--- src/rtl/axi_lite_pkg.sv ---
// Shared AXI4-Lite fabric types, plus the state and response types used by the APB bridge.
package axi_lite_pkg;

    typedef logic [31:0] addr_t;
    typedef logic [31:0] data_t;
    typedef logic [3:0]  strb_t;
    typedef logic [1:0]  resp_t;

    localparam resp_t RESP_OKAY   = 2'b00;
    localparam resp_t RESP_SLVERR = 2'b10;

    typedef enum logic [2:0] {
        IDLE,
        SETUP,
        ACCESS,
        WRESP,
        RRESP
    } apb_state_t;

endpackage

--- src/rtl/axi_lite_if.sv ---
// AXI4-Lite channel bundle shared between axi_lite_master and its downstream slaves.
interface axi_lite_if;
    import axi_lite_pkg::*;

    addr_t awaddr;
    logic  awvalid;
    logic  awready;
    data_t wdata;
    strb_t wstrb;
    logic  wvalid;
    logic  wready;
    resp_t bresp;
    logic  bvalid;
    logic  bready;
    addr_t araddr;
    logic  arvalid;
    logic  arready;
    data_t rdata;
    resp_t rresp;
    logic  rvalid;
    logic  rready;

    modport master (
        output awaddr, awvalid, wdata, wstrb, wvalid, bready, araddr, arvalid, rready,
        input  awready, wready, bresp, bvalid, arready, rdata, rresp, rvalid
    );

    modport slave (
        input  awaddr, awvalid, wdata, wstrb, wvalid, bready, araddr, arvalid, rready,
        output awready, wready, bresp, bvalid, arready, rdata, rresp, rvalid
    );

endinterface

--- src/rtl/axi_lite_apb_bridge.sv ---
// AXI4-Lite slave to APB4 master, one transaction in flight; all outputs registered.
// Define APB_PSLVERR_EN to map pslverr onto SLVERR responses; otherwise responses are OKAY.
module axi_lite_apb_bridge
    import axi_lite_pkg::*;
#(
    parameter int unsigned APB_ADDR_WIDTH = 32
) (
    input  logic                      aclk,
    input  logic                      areset_n,
    axi_lite_if.slave                 s_axi_lite,
    output logic                      psel,
    output logic                      penable,
    output logic                      pwrite,
    output logic [APB_ADDR_WIDTH-1:0] paddr,
    output logic [31:0]               pwdata,
    output logic [3:0]                pstrb,
    input  logic [31:0]               prdata,
    input  logic                      pready,
    input  logic                      pslverr
);

    apb_state_t state;
    logic       last_was_write;
    logic       wr_eligible;
    logic       rd_eligible;
    logic       pick_write;
    resp_t      apb_resp;

    assign wr_eligible = s_axi_lite.awvalid && s_axi_lite.wvalid;
    assign rd_eligible = s_axi_lite.arvalid;
    assign pick_write  = wr_eligible && (!rd_eligible || !last_was_write);

`ifdef APB_PSLVERR_EN
    assign apb_resp = pslverr ? RESP_SLVERR : RESP_OKAY;
`else
    logic unused_pslverr;
    assign unused_pslverr = pslverr;
    assign apb_resp       = RESP_OKAY;
`endif

    always_ff @(posedge aclk or negedge areset_n) begin
        if (!areset_n) begin
            state              <= IDLE;
            last_was_write     <= 1'b0;
            psel               <= 1'b0;
            penable            <= 1'b0;
            pwrite             <= 1'b0;
            paddr              <= '0;
            pwdata             <= '0;
            pstrb              <= '0;
            s_axi_lite.awready <= 1'b0;
            s_axi_lite.wready  <= 1'b0;
            s_axi_lite.arready <= 1'b0;
            s_axi_lite.bvalid  <= 1'b0;
            s_axi_lite.bresp   <= RESP_OKAY;
            s_axi_lite.rvalid  <= 1'b0;
            s_axi_lite.rresp   <= RESP_OKAY;
            s_axi_lite.rdata   <= '0;
        end else begin
            unique case (state)
                IDLE: begin
                    // Readies are raised one cycle ahead; AXI valids may not drop before
                    // ready, so a raised ready always completes its handshake next edge.
                    if (s_axi_lite.awready) begin
                        s_axi_lite.awready <= 1'b0;
                        s_axi_lite.wready  <= 1'b0;
                        paddr              <= s_axi_lite.awaddr[APB_ADDR_WIDTH-1:0];
                        pwdata             <= s_axi_lite.wdata;
                        pstrb              <= s_axi_lite.wstrb;
                        pwrite             <= 1'b1;
                        last_was_write     <= 1'b1;
                        psel               <= 1'b1;
                        state              <= SETUP;
                    end else if (s_axi_lite.arready) begin
                        s_axi_lite.arready <= 1'b0;
                        paddr              <= s_axi_lite.araddr[APB_ADDR_WIDTH-1:0];
                        pstrb              <= '0;
                        pwrite             <= 1'b0;
                        last_was_write     <= 1'b0;
                        psel               <= 1'b1;
                        state              <= SETUP;
                    end else if (wr_eligible || rd_eligible) begin
                        s_axi_lite.awready <= pick_write;
                        s_axi_lite.wready  <= pick_write;
                        s_axi_lite.arready <= !pick_write;
                    end
                end
                SETUP: begin
                    penable <= 1'b1;
                    state   <= ACCESS;
                end
                ACCESS: begin
                    if (pready) begin
                        psel    <= 1'b0;
                        penable <= 1'b0;
                        if (pwrite) begin
                            s_axi_lite.bvalid <= 1'b1;
                            s_axi_lite.bresp  <= apb_resp;
                            state             <= WRESP;
                        end else begin
                            s_axi_lite.rvalid <= 1'b1;
                            s_axi_lite.rdata  <= prdata;
                            s_axi_lite.rresp  <= apb_resp;
                            state             <= RRESP;
                        end
                    end
                end
                WRESP: begin
                    if (s_axi_lite.bready) begin
                        s_axi_lite.bvalid <= 1'b0;
                        state             <= IDLE;
                    end
                end
                RRESP: begin
                    if (s_axi_lite.rready) begin
                        s_axi_lite.rvalid <= 1'b0;
                        state             <= IDLE;
                    end
                end
                default: state <= IDLE;
            endcase
        end
    end

endmodule

--- src/flat_wrapper.sv ---
// flat-port wrapper written by rule: the top's interface ports become plain ports
module axi_lite_apb_bridge_flat import axi_lite_pkg::*;
#(
    parameter int unsigned APB_ADDR_WIDTH = 32
)
  (aclk, areset_n, psel, penable, pwrite, paddr, pwdata, pstrb, prdata, pready, pslverr, s_axi_lite_awaddr, s_axi_lite_awvalid, s_axi_lite_wdata, s_axi_lite_wstrb, s_axi_lite_wvalid, s_axi_lite_bready, s_axi_lite_araddr, s_axi_lite_arvalid, s_axi_lite_rready, s_axi_lite_awready, s_axi_lite_wready, s_axi_lite_bresp, s_axi_lite_bvalid, s_axi_lite_arready, s_axi_lite_rdata, s_axi_lite_rresp, s_axi_lite_rvalid);
  axi_lite_if s_axi_lite_i ();
  input  logic aclk;
  input  logic areset_n;
  output logic psel;
  output logic penable;
  output logic pwrite;
  output logic [APB_ADDR_WIDTH-1:0] paddr;
  output logic [31:0] pwdata;
  output logic [3:0] pstrb;
  input  logic [31:0] prdata;
  input  logic pready;
  input  logic pslverr;
  input wire logic [$bits(s_axi_lite_i.awaddr)-1:0] s_axi_lite_awaddr;
  input wire logic [$bits(s_axi_lite_i.awvalid)-1:0] s_axi_lite_awvalid;
  input wire logic [$bits(s_axi_lite_i.wdata)-1:0] s_axi_lite_wdata;
  input wire logic [$bits(s_axi_lite_i.wstrb)-1:0] s_axi_lite_wstrb;
  input wire logic [$bits(s_axi_lite_i.wvalid)-1:0] s_axi_lite_wvalid;
  input wire logic [$bits(s_axi_lite_i.bready)-1:0] s_axi_lite_bready;
  input wire logic [$bits(s_axi_lite_i.araddr)-1:0] s_axi_lite_araddr;
  input wire logic [$bits(s_axi_lite_i.arvalid)-1:0] s_axi_lite_arvalid;
  input wire logic [$bits(s_axi_lite_i.rready)-1:0] s_axi_lite_rready;
  output wire logic [$bits(s_axi_lite_i.awready)-1:0] s_axi_lite_awready;
  output wire logic [$bits(s_axi_lite_i.wready)-1:0] s_axi_lite_wready;
  output wire logic [$bits(s_axi_lite_i.bresp)-1:0] s_axi_lite_bresp;
  output wire logic [$bits(s_axi_lite_i.bvalid)-1:0] s_axi_lite_bvalid;
  output wire logic [$bits(s_axi_lite_i.arready)-1:0] s_axi_lite_arready;
  output wire logic [$bits(s_axi_lite_i.rdata)-1:0] s_axi_lite_rdata;
  output wire logic [$bits(s_axi_lite_i.rresp)-1:0] s_axi_lite_rresp;
  output wire logic [$bits(s_axi_lite_i.rvalid)-1:0] s_axi_lite_rvalid;
  assign s_axi_lite_i.awaddr = s_axi_lite_awaddr;
  assign s_axi_lite_i.awvalid = s_axi_lite_awvalid;
  assign s_axi_lite_i.wdata = s_axi_lite_wdata;
  assign s_axi_lite_i.wstrb = s_axi_lite_wstrb;
  assign s_axi_lite_i.wvalid = s_axi_lite_wvalid;
  assign s_axi_lite_i.bready = s_axi_lite_bready;
  assign s_axi_lite_i.araddr = s_axi_lite_araddr;
  assign s_axi_lite_i.arvalid = s_axi_lite_arvalid;
  assign s_axi_lite_i.rready = s_axi_lite_rready;
  assign s_axi_lite_awready = s_axi_lite_i.awready;
  assign s_axi_lite_wready = s_axi_lite_i.wready;
  assign s_axi_lite_bresp = s_axi_lite_i.bresp;
  assign s_axi_lite_bvalid = s_axi_lite_i.bvalid;
  assign s_axi_lite_arready = s_axi_lite_i.arready;
  assign s_axi_lite_rdata = s_axi_lite_i.rdata;
  assign s_axi_lite_rresp = s_axi_lite_i.rresp;
  assign s_axi_lite_rvalid = s_axi_lite_i.rvalid;
  axi_lite_apb_bridge #(.APB_ADDR_WIDTH(APB_ADDR_WIDTH)) u_core (.aclk(aclk), .areset_n(areset_n), .s_axi_lite(s_axi_lite_i), .psel(psel), .penable(penable), .pwrite(pwrite), .paddr(paddr), .pwdata(pwdata), .pstrb(pstrb), .prdata(prdata), .pready(pready), .pslverr(pslverr));
endmodule
--- config.mk ---
export PLATFORM = sky130hd
export DESIGN_NAME = axi_lite_apb_bridge_flat
export DESIGN_NICKNAME = d
export VERILOG_FILES = /design/src/rtl/axi_lite_pkg.sv /design/src/rtl/axi_lite_if.sv /design/src/rtl/axi_lite_apb_bridge.sv /design/src/flat_wrapper.sv
export SDC_FILE = /design/constraint.sdc
export NUM_CORES = 1
export LEC_CHECK = 0
export BUFFER_PORTS_ARGS = -buffer_cell sky130_fd_sc_hd__buf_2
export CAP_MARGIN = 40
export CORE_AREA = 3 3 102 114
export CTS_CLUSTER_SIZE = 25
export DETAILED_ROUTE_END_ITERATION = 12
export DIE_AREA = 0 0 105 117
export HOLD_SLACK_MARGIN = 0.15
export PLACE_DENSITY = 0.79
export SYNTH_ARGS = -nofsm -noshare
export SYNTH_HDL_FRONTEND = slang
export SYNTH_SLANG_ARGS = --single-unit
--- constraint.sdc ---
create_clock -name aclk -period 1.8 [get_ports aclk]
set_input_delay 0.09 -clock aclk [delete_from_list [all_inputs] [get_ports aclk]]
set_output_delay 0.09 -clock aclk [all_outputs]
set_load 0.005 [all_outputs]
; ---- Yosys cells after proc, flatten, opt, wreduce, memory -nomap -nowiden
; Cells that the tools add are included.
[op_classes]
n_eq_ne = 11
mux = 34
n_bitwise = 2
reduce_logical = 24
[ops]
columns = operator, count
row1 = $mux 32, 2
row2 = $mux 1, 19
row3 = $mux 3, 6
row4 = $pmux 3 s5, 1
row5 = $reduce_and 4->1, 3
row6 = $reduce_bool 2->1, 6
row7 = $reduce_and 3->1, 3
row8 = $mux 4, 2
row9 = $ne 2x2->1 const B, 4
row10 = $pmux 1 s2, 4
row11 = $reduce_and 2->1, 4
row12 = $eq 3x2->1 const B, 2
row13 = $ne 2x1->1 const B, 2
row14 = $eq 3x1->1 const B, 1
row15 = $eq 3x3->1 const B, 1
row16 = $logic_not 1->1, 3
row17 = $logic_not 3->1, 1
row18 = $ne 3x1->1 const B, 1
row19 = $logic_and 1x1->1, 2
row20 = $logic_or 1x1->1, 2
row21 = $not 1->1, 2
[totals]
ff_bits = 111
out_inout_bits = 112
word_cells = 84

; ---- Depth between registers and ports, before layout
; Gate-level depths: netlist of the first run.
[logic_depth]
depth_word = 6
ltp_mapped = 6
mapped_depth_nobuf = 3

; ---- Least setup slack after synthesis of the first run
; No wires, ideal clock.
[synth_timing]
path_kind = reg-to-reg
from = register u_core.s_axi_lite.awready
to = register u_core.paddr[18]
setup_time_ns = 0.128
t_arrival_ns = 1.499
path_slack_ns = 0.174
path_stages_with_launch = 5
path_buffers = 2
cell_sequence = dfrtp_1 -> buf_4 -> clkbuf_1 -> mux2_2 -> mux2_1
[synth_via]
elab_chain_cells = 2
word_cells_on_any_way = 3
[synth_lines]
columns = element, line_no
row1 = "start, declared", axi_lite_if.sv:30  ; output awready, wready, bresp, bvalid, arready, rdata, rresp, rvalid
row2 = "start signal, assigned", axi_lite_apb_bridge.sv:83  ; s_axi_lite.awready <= pick_write;
row3 = $reduce_bool 2->1 (no line), n/a
row4 = $reduce_and 2->1 (no line), n/a
row5 = "end signal, assigned", axi_lite_apb_bridge.sv:67  ; paddr <= s_axi_lite.awaddr[APB_ADDR_WIDTH-1:0];
row6 = "end signal, assigned", axi_lite_apb_bridge.sv:76  ; paddr <= s_axi_lite.araddr[APB_ADDR_WIDTH-1:0];
row7 = "end, declared", axi_lite_apb_bridge.sv:14  ; output logic [APB_ADDR_WIDTH-1:0] paddr,
; Several ways; a longest one is shown, not always the timed one.
; A chain may end at the register's enable or synchronous reset.

; ---- Worst setup path after layout of the first run
[layout_timing]
from = register u_core.state[0]
to = register u_core.pwdata[20]
[layout_via]
elab_chain_cells = 2
[layout_lines]
columns = element, line_no
row1 = "start, declared", axi_lite_apb_bridge.sv:22  ; apb_state_t state;
row2 = "start signal, assigned", axi_lite_apb_bridge.sv:43  ; state <= IDLE;
row3 = "start signal, assigned", axi_lite_apb_bridge.sv:73  ; state <= SETUP;
row4 = "start signal, assigned", axi_lite_apb_bridge.sv:81  ; state <= SETUP;
row5 = $logic_not 3->1, axi_lite_apb_bridge.sv:60  ; unique case (state)
row6 = $reduce_and 2->1 (no line), n/a
row7 = "end signal, assigned", axi_lite_apb_bridge.sv:68  ; pwdata <= s_axi_lite.wdata;
row8 = "end, declared", axi_lite_apb_bridge.sv:15  ; output logic [31:0] pwdata,
; No other way between the ends.

==> results of run 1 <==
worst reg2reg max path, cell delays in order, from the launching register on:
cell     delay, ns
dfrtp_1       0.45
nor3_4        0.25
and2_1        0.20
buf_12        0.22
mux2_2        0.42
through the flow:
stage	utilization, %	hold WS (ns)	total power, mW
final	74.6	0.177	11.4
after global routing	74.5	0.220	12.1
after CTS	74.4	0.160	11.3
after detailed placement	58.7	0.0859	9.16
after global placement	58.7	0.0762	8.91
after floorplan	-	-0.206	7.16
synthesized netlist by cell type, types with 2 or more instances:
library cell and number:
buf_2 2, a22o_1 4, inv_1 3, mux2_1 4, nand2b_1 2, dfrtp_1 111
mux2_2 124, nand3_1 2, nor2_1 3, buf_4 12, buf_6 5, nor3_4 2
nand2_1 4, o21ai_0 6, and2_1 2, clkbuf_1 3, a31oi_1 2, a21oi_1 2
power groups by stage:
stage               registers [mW]  clock network, mW  logic, mW
floorplan                     4.50                  0       2.66
global placement              4.41                  0       4.50
detailed placement            4.50                  0       4.66
CTS                           4.47               1.94       4.89
global route                  4.67               2.05       5.38
finish                        4.54               1.89       4.97
logic make-up (layout without fill, tap and decap cells):
family | Yosys count | in the layout | share of synthesized area (%)
compound gates | 22 | 22 | 3.18
buf+inv | 26 | 413 | 4.10
flops | 111 | 111 | 58.7
mux | 129 | 129 | 30.7
other cells | 1 | 6 | 0.0793
simple gates | 22 | 22 | 3.20
path summary, 6_finish.rpt:
kind	start	end	slack, ns	cells after the start
min	s_axi_lite_wvalid	u_core.s_axi_lite.arready	0.18	4
max in group asynchronous	areset_n	u_core.paddr[24]	0.94	3
min reg2reg	u_core.s_axi_lite.rvalid	u_core.s_axi_lite.rvalid	0.49	1
max	u_core.state[0]	u_core.pwdata[20]	0.14	4
min in group asynchronous	areset_n	u_core.s_axi_lite.rdata[3]	0.26	2
max reg2reg	u_core.state[0]	u_core.pwdata[20]	0.14	4
final cells by class:
class / count / area [um2] / area share, %
sequential: 111 / 2780 / 35.7
timing repair buffer: 394 / 2760 / 35.5
multi-input combinational: 177 / 1770 / 22.7
clock buffer: 11 / 243 / 3.12
tap: 143 / 179 / 2.30
clock inverter: 5 / 41.3 / 0.530
inverter: 3 / 11.3 / 0.145
antenna: 2 / 5.00 / 0.0643
per-layer routing:
metal	up-vias	GRT usage [%]	wire (um)
met1	2021	27.3	5510
met3	40	7.08	1210
met5	-	0	0
met4	0	11.2	470
met2	225	46.0	8050
li1	1863	-	-
registers in the layout, summed over array words and instances, names as in the netlist, 3 cells and up:
name,flops
u_core.paddr,32
u_core.pwdata,32
u_core.s_axi_lite.rdata,32
u_core.pstrb,4
u_core.state,3
==> results.json, run 1 <==
{
  "drive_gt1_share_pct": 56.9,
  "clockRootBuffer": "clkbuf_16",
  "cts_setup_buffers": 0,
  "finalCriticalPeriod_ns": 1.66,
  "cp_data_required_time_ns": 2.02,
  "worstSetupPathType": "register to register",
  "tightest_slew_ns": 0.849,
  "layout_setup_ws_ns": 0.141,
  "max_freq_mhz": 603,
  "crit_buf_inv": 1,
  "ys_ff_latch": 111,
  "path_delay_family": "flip-flops",
  "crit_path_start_kind": "register",
  "grt_pass1_wl_mm": 24.2,
  "die_h_um": 117,
  "wire_per_inst_um": 18.0,
  "start_util_pct": 45.3,
  "hold_path.class": "primary input to register",
  "setup_viol_count_final": 0,
  "grt.total_usage_pct": 25.1,
  "cp_data_arrival_time_ns": 1.87,
  "rsz0062_at_grt": "no",
  "dp_cells": 691,
  "grt_pass1_vias": 4600,
  "viasPerCell": 4.90,
  "clock-sinks": 111,
  "via_count": 4149,
  "place_area_um2": 6120,
  "hold_viol": 0,
  "clk_pin_slew_ns": 0.08,
  "critPathMaxStageDelay_ns": 0.45,
  "final_area_um2": 7780,
  "cts_resized": 0,
  "syn-cell-area_um2": 4730,
  "most-common-layout-cells": "246 x buf_2, 137 x dlygate4sd3_1, 124 x mux2_2, 111 x dfrtp_1, 9 x clkbuf_16",
  "synth-seq-area-share_pct": 58.7,
  "combPwrFrac_pct": 43.6,
  "synth_ff_type": "dfrtp_1",
  "nFillCells": 636,
  "worstSkewPairLatency_ns": 0.34,
  "dp_worst_setup_slack_ns": 0.201,
  "slew_viol_final": 0,
  "final_common_cell": "buf_2",
  "place_congestion": 0.736,
  "synth_edf_count": 0,
  "io_buffers": 247,
  "outcome": "finished clean",
  "core.rowCount": 39,
  "die_w_um": 105,
  "nets": 837,
  "yosys.area.top_type": "dfrtp_1",
  "core_area_um2": 10400,
  "final_cells": 846,
  "fin_worst_skew_ns": 0.00948,
  "antenna_left": 0,
  "yosys-top-cells-area": "dfrtp_1 59%, mux2_2 30%, buf_4 1.9%",
  "end_kind": "register",
  "hpwl_mm": 8.70,
  "power_frac_seq_pct": 39.8,
  "syn_area_per_cell_um2": 15.2,
  "syn_inst": 311,
  "maxSlewHeadroom_pct": 42.8,
  "ir_drop_v": 0.000875,
  "synthToLayoutAreaGrowth_pct": 64.6,
  "ios": 253,
  "die_area_um2": 12300,
  "ctsHoldBuffers": 136,
  "cts_tree": "done",
  "drt_iter0_markers": 277,
  "fin_crit_sh_pct": 92.1,
  "antenna_found_initial": 0,
  "synth.top_cell.area_share_pct": 58.7,
  "ys_async_sr_fraction_pct": 100,
  "grt.overflow.total": 0,
  "synth_cell_types": 36,
  "wirelength_mm": 15.2,
  "route.detailed.drc": 0,
  "grt_max_degree": 40,
  "yosysWarnings": 0,
  "p_sw_mw": 3.70,
  "first_pass_iters": 5,
  "crit_fanout": 38,
  "cts.path.max_buffers": 2,
  "p_int_mw": 7.69,
  "numCtsBuffers": 9,
  "slowest_stage": "dfrtp_1",
  "pwr-share-clk_pct": 16.6,
  "p_per_area_nw_per_um2": 1460,
  "finalSetupTns_ns": 0,
  "path_cells": "nor3_4, and2_1, buf_12, mux2_2",
  "p_leak_nw": 3.72,
  "maxCapViolations": 0,
  "htreeDepth": 3,
  "swShare_pct": 32.5
}
Power figures use the tool's default switching activity.
==> run 2: changes to the inputs <==
--- a/config.mk
+++ b/config.mk
@@ -7,12 +7,13 @@
 export LEC_CHECK = 0
 export BUFFER_PORTS_ARGS = -buffer_cell sky130_fd_sc_hd__buf_2
 export CAP_MARGIN = 40
-export CORE_AREA = 3 3 102 114
+export CORE_AREA = 3 3 101 113
+export CTS_BUF_LIST = sky130_fd_sc_hd__clkbuf_8
 export CTS_CLUSTER_SIZE = 25
 export DETAILED_ROUTE_END_ITERATION = 12
-export DIE_AREA = 0 0 105 117
+export DIE_AREA = 0 0 104 116
 export HOLD_SLACK_MARGIN = 0.15
-export PLACE_DENSITY = 0.79
+export PLACE_DENSITY = 0.8
 export SYNTH_ARGS = -nofsm -noshare
 export SYNTH_HDL_FRONTEND = slang
 export SYNTH_SLANG_ARGS = --single-unit
==> run 2 against run 1 <==
Net effect:
- worst hold slack improved by 0.056 ns
- clock skew rose by 0.0027 ns
- setup slack improved by 0.040 ns
- sequential cell count did not move
- first-iteration DRC count fell by 42%
- routed wire length fell by 3.6%
- highest routed layer unchanged
==> results.json, run 2 (synthesis results as in run 1) <==
{
  "outcome": "finished clean",
  "hold_viol": 0,
  "core.rowCount": 39,
  "path_delay_family": "buffers and inverters",
  "fin_util_pct": 74.4,
  "cp_data_required_time_ns": 2.05,
  "ctsHoldBuffers": 139,
  "crit_end": "u_core.s_axi_lite.rdata[8]",
  "p_per_area_nw_per_um2": 1410,
  "start_util_pct": 45.7,
  "regToRegStartpoint": "u_core.state[1]",
  "hold_path.class": "primary input to async pin",
  "crit_start": "u_core.state[1]",
  "nets": 839,
  "fin_worst_skew_ns": 0.0122,
  "fin_crit_sh_pct": 89.9,
  "top_regs": "u_core.paddr: 32 flops, u_core.pwdata: 32 flops, u_core.s_axi_lite.rdata: 32 flops",
  "cts_tree": "done",
  "slowest_stage": "dfrtp_1",
  "die_area_um2": 12100,
  "ios": 253,
  "slew_viol_final": 0,
  "maxSlewHeadroom_pct": 46.5,
  "grt.total_usage_pct": 24.6,
  "route.detailed.drc": 0,
  "cts_resized": 0,
  "cts_setup_buffers": 0,
  "diodes": 0,
  "ir_drop_v": 0.000867,
  "io_buffers": 247,
  "numCtsBuffers": 9,
  "drive_gt1_share_pct": 56.8,
  "clockRootBuffer": "clkbuf_8",
  "reg2reg_depth": 5,
  "worstReg2RegEnd": "u_core.s_axi_lite.rdata[8]",
  "crit_buf_inv": 2,
  "finalCriticalPeriod_ns": 1.62,
  "cp_data_arrival_time_ns": 1.87,
  "most-common-layout-cells": "246 x buf_2, 139 x dlygate4sd3_1, 124 x mux2_2, 111 x dfrtp_1, 10 x clkbuf_8",
  "crit_fanout": 34,
  "crit_path_start_kind": "register",
  "antenna_found_initial": 0,
  "die_w_um": 104,
  "end_kind": "register",
  "final_common_cell": "buf_2",
  "via_count": 4135,
  "worst-path-stages": 5,
  "grt.overflow.total": 0,
  "synthToLayoutAreaGrowth_pct": 62.8,
  "hpwl_mm": 8.54,
  "r2r_slack_ns": 0.18,
  "wire_per_inst_um": 17.4,
  "dp_cells": 691,
  "die_h_um": 116,
  "grt_pass1_wl_mm": 23.6,
  "maxCapViolations": 0,
  "place_congestion": 0.776,
  "worstSetupPathType": "register to register",
  "setup_viol_count_final": 0,
  "grt_pass1_vias": 4654,
  "clk_pin_slew_ns": 0.10,
  "rsz0062_at_grt": "no",
  "grt_max_degree": 40,
  "core_area_um2": 10300,
  "drt_iter0_markers": 162,
  "first_pass_iters": 4,
  "path_cells": "buf_4, nand2b_1, nor3_4, buf_12, mux2_2",
  "final_cells": 846,
  "max_freq_mhz": 618,
  "wirelength_mm": 14.7,
  "antenna_left": 0,
  "tightest_slew_ns": 0.794,
  "p_leak_nw": 3.69,
  "finalSetupTns_ns": 0,
  "cts.path.max_buffers": 2,
  "critPathMaxStageDelay_ns": 0.41,
  "viasPerCell": 4.89,
  "worstSkewPairLatency_ns": 0.37,
  "clock-sinks": 111,
  "htreeDepth": 3
}
run 2: per-stage QoR:
stage | area [um2] | setup slack, ns | hold slack, ns | power [mW]
floorplan | 4740 | 0.174 | -0.206 | 7.16
global placement | 6120 | 0.227 | 0.0858 | 8.90
detailed placement | 6120 | 0.195 | 0.105 | 9.16
CTS | 7700 | 0.169 | 0.239 | 10.8
global route | 7700 | 0.0864 | 0.256 | 11.5
finish | 7700 | 0.181 | 0.233 | 10.8
run 2: routing by layer:
layer	up-vias	track usage [%]	share of wire, %
met5	-	0	0
met4	0	12.2	4.0
met3	52	6.96	7.3
met2	214	46.1	53
met1	1992	25.4	36
li1	1877	-	-
run 2: power breakdown:
| part | switching (mW) | total [mW] | internal, mW |
|---|---|---|---|
| clock network | 0.836 | 1.39 | 0.552 |
| registers | 0.720 | 4.48 | 3.76 |
| logic | 2.02 | 4.96 | 2.94 |
| total | 3.57 | 10.8 | 7.25 |
run 2: how the worst min path moves through the flow:
stage                   from                           to  slack, ns  depth (start not counted)
global placement    areset_n  u_core.s_axi_lite.rdata[10]       0.09                          1
CTS                 areset_n   u_core.s_axi_lite.rdata[9]       0.24                          2
global route        areset_n   u_core.s_axi_lite.rdata[9]       0.26                          2
floorplan           areset_n              u_core.paddr[0]      -0.21                          0
detailed placement  areset_n   u_core.s_axi_lite.rdata[9]       0.11                          1
finish              areset_n   u_core.s_axi_lite.rdata[9]       0.23                          2
run 2: cell type report:
type / instances / area, um2
tap: 143 / 179
clock buffer: 10 / 138
timing repair buffer: 396 / 2780
clock inverter: 6 / 46.3
sequential: 111 / 2780
inverter: 3 / 11.3
multi-input combinational: 177 / 1770
fill: 646 / 2650
==> run 3: changes to the inputs <==
--- a/config.mk
+++ b/config.mk
@@ -7,13 +7,14 @@
 export LEC_CHECK = 0
 export BUFFER_PORTS_ARGS = -buffer_cell sky130_fd_sc_hd__buf_2
 export CAP_MARGIN = 40
-export CORE_AREA = 3 3 101 113
+export CORE_AREA = 3 3 122 94
 export CTS_BUF_LIST = sky130_fd_sc_hd__clkbuf_8
 export CTS_CLUSTER_SIZE = 25
 export DETAILED_ROUTE_END_ITERATION = 12
-export DIE_AREA = 0 0 104 116
+export DIE_AREA = 0 0 125 97
 export HOLD_SLACK_MARGIN = 0.15
 export PLACE_DENSITY = 0.8
 export SYNTH_ARGS = -nofsm -noshare
 export SYNTH_HDL_FRONTEND = slang
 export SYNTH_SLANG_ARGS = --single-unit
+export TNS_END_PERCENT = 50
==> run 3 against run 2 <==
Net effect:
- clock-buffer cell count unchanged
- sequential share of layout area decreased by 0.064 points
- first-iteration DRC count increased by 6.2%
- clock skew decreased by 0.0052 ns
- sequential power about the same
- utilization increased by 0.24 points
- total power increased by 0.39%
- clock power about the same
- combinational power about the same
- sequential cell count unchanged
- setup slack got worse by 0.044 ns
- largest cell class unchanged
==> results.json, run 3 (synthesis results as in run 1) <==
{
  "outcome": "finished clean",
  "drive_gt1_share_pct": 57.0,
  "finalPower_mw": 10.9,
  "cp_data_arrival_time_ns": 1.91,
  "cts.path.max_buffers": 2,
  "grt.total_usage_pct": 24.5,
  "dp_worst_setup_slack_ns": 0.150,
  "maxCapViolations": 0,
  "antenna_left": 0,
  "worst-path-stages": 4,
  "whs_ns": 0.191,
  "viasPerCell": 4.81,
  "dp_cells": 686,
  "route.detailed.drc": 0,
  "cts_resized": 0,
  "grt_max_degree": 48,
  "p_leak_nw": 3.70,
  "multi_input_area_um2": 1770,
  "crit_buf_inv": 1,
  "clockRootBuffer": "clkbuf_8",
  "end_kind": "register",
  "slowest_stage": "dfrtp_1",
  "max_freq_mhz": 601,
  "worstSkewPairLatency_ns": 0.36,
  "crit_fanout": 37,
  "start_util_pct": 45.8,
  "synthToLayoutAreaGrowth_pct": 63.1,
  "cp_data_required_time_ns": 2.05,
  "reg2reg_depth": 4,
  "most-common-layout-cells": "247 x buf_2, 139 x dlygate4sd3_1, 124 x mux2_2, 111 x dfrtp_1, 10 x clkbuf_8",
  "cts_tree": "done",
  "slew_viol_final": 0,
  "clk_pin_slew_ns": 0.10,
  "hold_viol": 0,
  "wire_per_inst_um": 17.2,
  "grt_pass1_wl_mm": 23.8,
  "via_count": 4056,
  "place_congestion": 0.849,
  "register_area_um2": 2780,
  "nFillCells": 628,
  "antenna_found_initial": 1,
  "die_h_um": 97,
  "core.rowCount": 32,
  "core_area_um2": 10300,
  "crit_path_start_kind": "register",
  "grt.overflow.total": 0,
  "drt_iter0_markers": 172,
  "die_w_um": 125,
  "ir_drop_v": 0.000921,
  "finalCriticalPeriod_ns": 1.66,
  "first_pass_iters": 4,
  "path_delay_family": "flip-flops",
  "numCtsBuffers": 9,
  "path_cells": "nor3_4, and2_1, buf_12, mux2_2",
  "nets": 841,
  "worstSetupPathType": "register to register",
  "setup_viol_count_final": 0,
  "critPathMaxStageDelay_ns": 0.48,
  "fin_crit_sh_pct": 92.4,
  "hpwl_mm": 8.79,
  "grt_pass1_vias": 4696,
  "ctsHoldBuffers": 139,
  "ios": 253,
  "fin_worst_skew_ns": 0.00705,
  "rsz0062_at_grt": "no",
  "layout_setup_ws_ns": 0.137,
  "die_area_um2": 12100,
  "final_common_cell": "buf_2",
  "cts_setup_buffers": 0,
  "wirelength_mm": 14.5,
  "p_per_area_nw_per_um2": 1410,
  "hold_path.class": "primary input to async pin",
  "finalSetupTns_ns": 0,
  "top_regs": "u_core.paddr: 32 flops, u_core.pwdata: 32 flops, u_core.s_axi_lite.rdata: 32 flops",
  "io_buffers": 247,
  "clock-sinks": 111,
  "final_cells": 843,
  "htreeDepth": 3,
  "r2r_slack_ns": 0.14
}
==> run 3: area by class of cell <==
class	instances	share of cell area, %
Inverter	3	0.146
Sequential cell	111	36.0
Timing Repair Buffer	398	36.2
Antenna cell	2	0.0649
Multi-Input combinational cell	177	22.9
Clock inverter	6	0.665
Clock buffer	10	1.78
Tap cell	136	2.21
==> run 3: metal layers <==
layer	up-vias	GRT usage (%)	routed length, um	share of wire [%]
met5	-	0	0	0
met4	0	8.83	415	2.9
met3	38	7.84	1090	7.5
met2	200	44.6	7620	53
met1	1938	26.6	5340	37
li1	1880	-	-	-
==> run 3: report_power, final <==
part           internal, mW  leakage (nW)  switching (mW)
clock network         0.565        0.0992           0.853
logic                  2.96          2.27            2.01
registers              3.76          1.33           0.725
total                  7.28          3.70            3.59
==> run 3: final timing paths <==
path,startpoint,endpoint
worst max-delay path,u_core.state[1],u_core.pwdata[2]
worst min-delay path,areset_n,u_core.pwdata[3]
worst max register to register,u_core.state[1],u_core.pwdata[2]
worst min register to register,u_core.s_axi_lite.rdata[22],u_core.s_axi_lite.rdata[22]
max in group asynchronous,areset_n,u_core.paddr[25]
min in group aclk,s_axi_lite_rready,u_core.state[2]
==> run 3: metrics by stage <==
| step | util (%) | area, um2 |
|---|---|---|
| 6_report | 74.7 | 7710 |
| 3_3_place_gp | 59.3 | 6120 |
| 4_1_cts | 74.6 | 7710 |
| 2_1_floorplan | - | 4740 |
| 5_1_grt | 74.6 | 7710 |
| 3_5_place_dp | 59.3 | 6130 |
